<file path="config.mk">
export PLATFORM = sky130hd
export DESIGN_NAME = imem_boot_loader_flat
export DESIGN_NICKNAME = d
export VERILOG_FILES = /design/src/rtl/imem_boot_loader_if.sv /design/src/rtl/imem_boot_loader.sv /design/src/flat_wrapper.sv
export SDC_FILE = /design/constraint.sdc
export NUM_CORES = 1
export LEC_CHECK = 0
export BUFFER_PORTS_ARGS = -buffer_cell sky130_fd_sc_hd__buf_2
export CAP_MARGIN = 20
export CORE_MARGIN = 8
export CORE_UTILIZATION = 51
export CTS_BUF_LIST = sky130_fd_sc_hd__clkbuf_16
export DETAILED_ROUTE_END_ITERATION = 10
export PLACE_DENSITY = 0.82
export SYNTH_ARGS = -nofsm -noshare
export SYNTH_HDL_FRONTEND = slang
export SYNTH_SLANG_ARGS = --single-unit
</file>
<file path="constraint.sdc">
create_clock -name clk -period 3.7 [get_ports clk]
set_input_delay 0.74 -clock clk [delete_from_list [all_inputs] [get_ports clk]]
set_output_delay 0.74 -clock clk [all_outputs]
set_load 0.05 [all_outputs]
</file>
<file path="src/rtl/imem_boot_loader_if.sv">
// ============================================================================
// Module   : imem_boot_loader_if
// Brief    : Host byte stream, instruction-memory write port and CPU release
//            status for the instruction memory boot loader.
// Revision : 1.0 - initial release
// ============================================================================
`default_nettype none

interface imem_boot_loader_if #(
  parameter int ADDR_WIDTH = 8,
  parameter int DATA_WIDTH = 16
);
  logic                  start;
  logic                  in_valid;
  logic [7:0]            in_data;
  logic                  in_ready;
  logic                  imem_we;
  logic [ADDR_WIDTH-1:0] imem_addr;
  logic [DATA_WIDTH-1:0] imem_wdata;
  logic                  cpu_hold;
  logic                  done;
  logic                  len_err;
  logic [ADDR_WIDTH:0]   words_loaded;

  // Host / bench side
  modport master (
    output start, in_valid, in_data,
    input  in_ready, imem_we, imem_addr, imem_wdata,
    input  cpu_hold, done, len_err, words_loaded
  );

  // Loader side
  modport slave (
    input  start, in_valid, in_data,
    output in_ready, imem_we, imem_addr, imem_wdata,
    output cpu_hold, done, len_err, words_loaded
  );
endinterface

`default_nettype wire

</file>
<file path="src/rtl/imem_boot_loader.sv">
// ============================================================================
// Module   : imem_boot_loader
// Brief    : Packs a big-endian byte stream (16-bit length header + words) into
//            instruction memory from address 0, then releases the CPU reset.
// Revision : 1.0 - initial release
// ============================================================================
`default_nettype none

module imem_boot_loader #(
  parameter int ADDR_WIDTH = 8,
  parameter int DATA_WIDTH = 16
) (
  input  wire logic          clk,
  input  wire logic          reset_n,
  imem_boot_loader_if.slave  bus
);

  localparam logic [2:0] S_IDLE    = 3'd0;
  localparam logic [2:0] S_LEN_HI  = 3'd1;
  localparam logic [2:0] S_LEN_LO  = 3'd2;
  localparam logic [2:0] S_DATA_HI = 3'd3;
  localparam logic [2:0] S_DATA_LO = 3'd4;
  localparam logic [2:0] S_WRITE   = 3'd5;
  localparam logic [2:0] S_DONE    = 3'd6;
  localparam logic [2:0] S_ERR     = 3'd7;

  localparam logic [16:0] c_depth = 17'd1 << ADDR_WIDTH;

  logic [2:0]            r_state;
  logic [2:0]            w_next;
  logic [7:0]            r_len_hi;
  logic [ADDR_WIDTH:0]   r_remaining;
  logic [ADDR_WIDTH:0]   r_words_loaded;
  logic [ADDR_WIDTH-1:0] r_addr;
  logic [DATA_WIDTH-1:0] r_wdata;
  logic [16:0]           w_len;
  logic                  w_in_ready;
  logic                  w_we;
  logic                  w_cpu_hold;
  logic                  w_done;
  logic                  w_len_err;
  logic                  w_xfer;
  logic                  w_start_ok;

  // Header is zero-extended to 17 bits so LEN == depth is distinguishable
  assign w_len      = {1'b0, r_len_hi, bus.in_data};
  assign w_xfer     = bus.in_valid & w_in_ready;
  assign w_start_ok = bus.start &
                      ((r_state == S_IDLE) || (r_state == S_DONE) || (r_state == S_ERR));

  always_ff @(posedge clk or posedge reset_n) begin
    if (reset_n) begin
      r_state <= S_IDLE;
    end else begin
      r_state <= w_next;
    end
  end

  always_comb begin
    w_next = r_state;
    case (r_state)
      S_IDLE, S_DONE, S_ERR: if (w_start_ok) w_next = S_LEN_HI;
      S_LEN_HI:  if (w_xfer) w_next = S_LEN_LO;
      S_LEN_LO: begin
        if (w_xfer) begin
          if (w_len == 17'd0)       w_next = S_DONE;
          else if (w_len > c_depth) w_next = S_ERR;
          else                      w_next = S_DATA_HI;
        end
      end
      S_DATA_HI: if (w_xfer) w_next = S_DATA_LO;
      S_DATA_LO: if (w_xfer) w_next = S_WRITE;
      S_WRITE:   w_next = (r_remaining == {{ADDR_WIDTH{1'b0}}, 1'b1}) ? S_DONE : S_DATA_HI;
      default:   w_next = S_IDLE;
    endcase
  end

  always_comb begin
    w_in_ready = 1'b0;
    w_we       = 1'b0;
    w_cpu_hold = 1'b1;
    w_done     = 1'b0;
    w_len_err  = 1'b0;
    case (r_state)
      S_LEN_HI, S_LEN_LO, S_DATA_HI, S_DATA_LO: w_in_ready = 1'b1;
      S_WRITE: w_we = 1'b1;
      S_DONE: begin
        w_cpu_hold = 1'b0;
        w_done     = 1'b1;
      end
      S_ERR:   w_len_err = 1'b1;
      default: ;
    endcase
  end

  always_ff @(posedge clk or posedge reset_n) begin
    if (reset_n) begin
      r_len_hi       <= '0;
      r_remaining    <= '0;
      r_words_loaded <= '0;
      r_addr         <= '0;
      r_wdata        <= '0;
    end else begin
      if (w_start_ok) begin
        r_addr         <= '0;
        r_words_loaded <= '0;
      end
      if ((r_state == S_LEN_HI) && w_xfer) r_len_hi <= bus.in_data;
      if ((r_state == S_LEN_LO) && w_xfer) r_remaining <= w_len[ADDR_WIDTH:0];
      if ((r_state == S_DATA_HI) && w_xfer) r_wdata[DATA_WIDTH-1 -: 8] <= bus.in_data;
      if ((r_state == S_DATA_LO) && w_xfer) r_wdata[7:0] <= bus.in_data;
      // Address wraps to 0 after a full-depth load; no write follows it
      if (r_state == S_WRITE) begin
        r_addr         <= r_addr + 1'b1;
        r_words_loaded <= r_words_loaded + 1'b1;
        r_remaining    <= r_remaining - 1'b1;
      end
    end
  end

  assign bus.in_ready     = w_in_ready;
  assign bus.imem_we      = w_we;
  assign bus.imem_addr    = r_addr;
  assign bus.imem_wdata   = r_wdata;
  assign bus.cpu_hold     = w_cpu_hold;
  assign bus.done         = w_done;
  assign bus.len_err      = w_len_err;
  assign bus.words_loaded = r_words_loaded;

endmodule

`default_nettype wire

</file>
<file path="src/flat_wrapper.sv">
// flat-port wrapper written by rule: the top's interface ports become plain ports
module imem_boot_loader_flat 
#(
  parameter int ADDR_WIDTH = 8,
  parameter int DATA_WIDTH = 16
)
  (clk, reset_n, bus_start, bus_in_valid, bus_in_data, bus_in_ready, bus_imem_we, bus_imem_addr, bus_imem_wdata, bus_cpu_hold, bus_done, bus_len_err, bus_words_loaded);
  imem_boot_loader_if #(.ADDR_WIDTH(ADDR_WIDTH), .DATA_WIDTH(DATA_WIDTH)) bus_i ();
  input  wire logic clk;
  input  wire logic reset_n;
  input wire logic [$bits(bus_i.start)-1:0] bus_start;
  input wire logic [$bits(bus_i.in_valid)-1:0] bus_in_valid;
  input wire logic [$bits(bus_i.in_data)-1:0] bus_in_data;
  output wire logic [$bits(bus_i.in_ready)-1:0] bus_in_ready;
  output wire logic [$bits(bus_i.imem_we)-1:0] bus_imem_we;
  output wire logic [$bits(bus_i.imem_addr)-1:0] bus_imem_addr;
  output wire logic [$bits(bus_i.imem_wdata)-1:0] bus_imem_wdata;
  output wire logic [$bits(bus_i.cpu_hold)-1:0] bus_cpu_hold;
  output wire logic [$bits(bus_i.done)-1:0] bus_done;
  output wire logic [$bits(bus_i.len_err)-1:0] bus_len_err;
  output wire logic [$bits(bus_i.words_loaded)-1:0] bus_words_loaded;
  assign bus_i.start = bus_start;
  assign bus_i.in_valid = bus_in_valid;
  assign bus_i.in_data = bus_in_data;
  assign bus_in_ready = bus_i.in_ready;
  assign bus_imem_we = bus_i.imem_we;
  assign bus_imem_addr = bus_i.imem_addr;
  assign bus_imem_wdata = bus_i.imem_wdata;
  assign bus_cpu_hold = bus_i.cpu_hold;
  assign bus_done = bus_i.done;
  assign bus_len_err = bus_i.len_err;
  assign bus_words_loaded = bus_i.words_loaded;
  imem_boot_loader #(.ADDR_WIDTH(ADDR_WIDTH), .DATA_WIDTH(DATA_WIDTH)) u_core (.clk(clk), .reset_n(reset_n), .bus(bus_i));
endmodule
</file>
==> results_dict.tcl <==
set metrics [dict create \
    run_status "completed" \
    synth_top_area_frac 0.511 \
    clockBufferDepth 2 \
    ys_top_cells_by_area "dfrtp_1 (51%), mux2_2 (10%), nand3_1 (3.9%), nand2_1 (2.7%), o21ai_0 (2.3%)" \
    drt_iter0_drc 128 \
    maxSlewViolCount 0 \
    final_antenna_net_count 0 \
    cts_root_buf "clkbuf_16" \
    grt-ovfl-total 0 \
    synth_top_area_cell "dfrtp_1" \
    rsz0062_at_grt "false" \
    antenna_found_initial 0 \
    vias 2004 \
    chipHeight_um 87.4 \
    crit_chain "nand3b_2 -> inv_2 -> buf_2" \
    max_freq_mhz 352 \
    finalWirelength_mm 5.68 \
    cts_hold_buf 0 \
    required_ps 2960 \
    n_antenna_cell 0 \
    gp_congestion 0.839 \
    finalNetCount 299 \
    fin_skew_ps 7.44 \
    worstSetupStartpointType "register" \
    p_switching_uw 1310 \
    timing.slew.headroom 0.536 \
    p_sw_frac 0.458 \
    avgSynthCellArea_um2 11.0 \
    power_frac_comb 0.453 \
    pwr-share-clk 0.184 \
    finalCritPeriodShare 0.768 \
    syn-cell-area_um2 2600 \
    clkSlewWorstSetupHoldPaths_ps 70 \
    cts_resized 0 \
    place_area_um2 2880 \
    postSynthCellCount 236 \
    drtPass1Iterations 4 \
    cts_buffers 5 \
    dieArea_um2 7630 \
    nFillCells 436 \
    die_width_um 87.4 \
    initial_utilization 0.518 \
    grt.total_usage 0.155 \
    hold_viol 0 \
    cts_tree "built" \
    viasPerCell 5.66 \
    grt_pass1_vias 1941 \
    synth_commonest_cells "dfrtp_1 (53), mux2_2 (24), nand3_1 (20), nand2_1 (19), o21ai_0 (12)" \
    portBuffers 49 \
    drive_gt1_frac 0.324 \
    yosysWarnings 0 \
    power.internal_uw 1550 \
    htree_levels 2 \
    critPathKind "register to output pin" \
    finalSetupViolCount 0 \
    clock_sinks 53 \
    drc_errors 0 \
    synth_most_common_cell "dfrtp_1" \
    synth_edf_count 0 \
    wl_per_cell_um 16.1 \
    p_leak_uw 0.00142 \
    postCtsSetupRepairBufs 0 \
    cp-end-kind "output pin" \
    ys_seq_area_frac 0.511 \
    grt_pass1_wl_mm 9.42 \
    syn-num-nets 252 \
    cp_slowest_cell "nand3b_2" \
    fin_tns_setup_ps 0 \
    place_hpwl_mm 3.98 \
    reg2reg_slack_ps 1510 \
    cp.arrival_ps 2100 \
    fp.coreArea_um2 5010 \
    seqPwrFrac 0.363 \
    max_cap_violations 0 \
    crit_path_max_fanout 26 \
    hold_path_class "register to register" \
    boundaryPins 50 \
    area.growth.synth_to_final_pct 17.2 \
    fin_area_um2 3050 \
    ys_seq_elements 53 \
    fin_crit_ps 2840 \
    synth-async-reset-ratio 1.00 \
    ys.flop_type "dfrtp_1" \
    powerDensity_nw_per_um2 941 \
    max_stage_delay_ps 590 \
    tightest_slew_ps 695 \
    grt_max_degree 35 \
    insertion_delay_ps 290 \
    peakVddDrop_mv 0.572 \
    synth_cell_types 48 \
    placementRows 26 \
]
cells by family (layout without fill, tap and decap cells):
| family | count (synthesis) | count (layout) | share of synthesized area |
|---|---|---|---|
| DFF | 53 | 53 | 0.511 |
| adders and majority gates | 4 | 4 | 0.0193 |
| buffers and inverters | 17 | 65 | 0.0337 |
| muxes | 27 | 27 | 0.116 |
| AOI/OAI and AO/OA | 45 | 45 | 0.119 |
| and+or+nand+nor | 84 | 84 | 0.182 |
| xor gates and xnor gates | 6 | 6 | 0.0202 |
layout make-up:
type,count,area (um2),area share
multi-input combinational,166,1180,0.389
clock inverter,3,43.8,0.0144
inverter,7,26.3,0.00863
sequential,53,1330,0.435
clock buffer,5,125,0.0411
timing repair buffer,50,253,0.0830
tap,70,87.6,0.0288
placed cells by master (no fill, tap or decap), types with 2 or more instances in the layout:
cell type / synthesis / final
xnor2_1: 2 / 2
nand4_1: 5 / 5
o311ai_0: 2 / 2
a211oi_1: 3 / 3
nor3_1: 6 / 6
ha_1: 4 / 4
dfrtp_1: 53 / 53
inv_2: 1 / 2
o21a_1: 4 / 4
a311oi_1: 2 / 2
nor2_1: 7 / 7
mux2i_1: 3 / 3
a21oi_1: 9 / 9
o211ai_1: 5 / 5
nand3_1: 20 / 20
xor2_1: 4 / 4
and3_1: 5 / 5
nand2b_1: 3 / 3
o21ai_0: 12 / 12
buf_2: 4 / 49
and2_1: 2 / 2
nand2_1: 19 / 19
inv_1: 6 / 5
clkbuf_16: 0 / 5
nor4_1: 4 / 4
mux2_2: 24 / 24
or3_1: 2 / 2
layer usage:
layer  global-route usage  vias up  share of wire
met4               0.0531        0          0.014
met2                0.269       43           0.50
met5                    0        -              0
met1                0.184      996           0.44
li1                     -      959              -
met3               0.0321        6          0.043
power groups by stage:
stage               Combinational [uW]  Clock [uW]  Sequential (uW)
CTS                               1310         531             1040
global route                      1390         555             1080
global placement                  1270           0             1020
finish                            1300         528             1040
floorplan                          666           0             1400
detailed placement                1300           0             1040
metrics by stage:
step	setup WS (ps)	util	hold WS (ps)	cells	power (uW)
final	858	0.608	479	354	2870
after CTS	855	0.608	483	354	2880
after floorplan	1510	-	460	236	2070
after global routing	719	0.608	491	354	3030
after global placement	1230	0.574	456	346	2290
after detailed placement	1190	0.574	474	346	2340
critical path: cells and delay by family (launching register included):
family | cells | cell delay [ps]
buffers and inverters | 2 | 700
and+or+nand+nor | 1 | 590
DFF | 1 | 510
flip-flops by register name, summed over array words and instances (netlist names):
| signal | count |
|---|---|
| u_core.bus.imem_addr | 8 |
| u_core.r_len_hi | 8 |
| u_core.r_state | 3 |
| u_core.r_remaining | 9 |
| u_core.bus.words_loaded | 9 |
| u_core.bus.imem_wdata | 16 |
path summary, 6_finish.rpt:
check | start | endpoint | cells after the start
min reg2reg | u_core.bus.words_loaded[8] | u_core.bus.words_loaded[8] | 1
min in group asynchronous | reset_n | u_core.r_remaining[1] | 2
min | u_core.bus.words_loaded[8] | u_core.bus.words_loaded[8] | 1
max in group asynchronous | reset_n | u_core.r_remaining[4] | 3
max | u_core.r_state[1] | bus_imem_we | 3
max reg2reg | u_core.r_state[1] | u_core.bus.imem_addr[7] | 5
(Power assumes the default switching activity.)
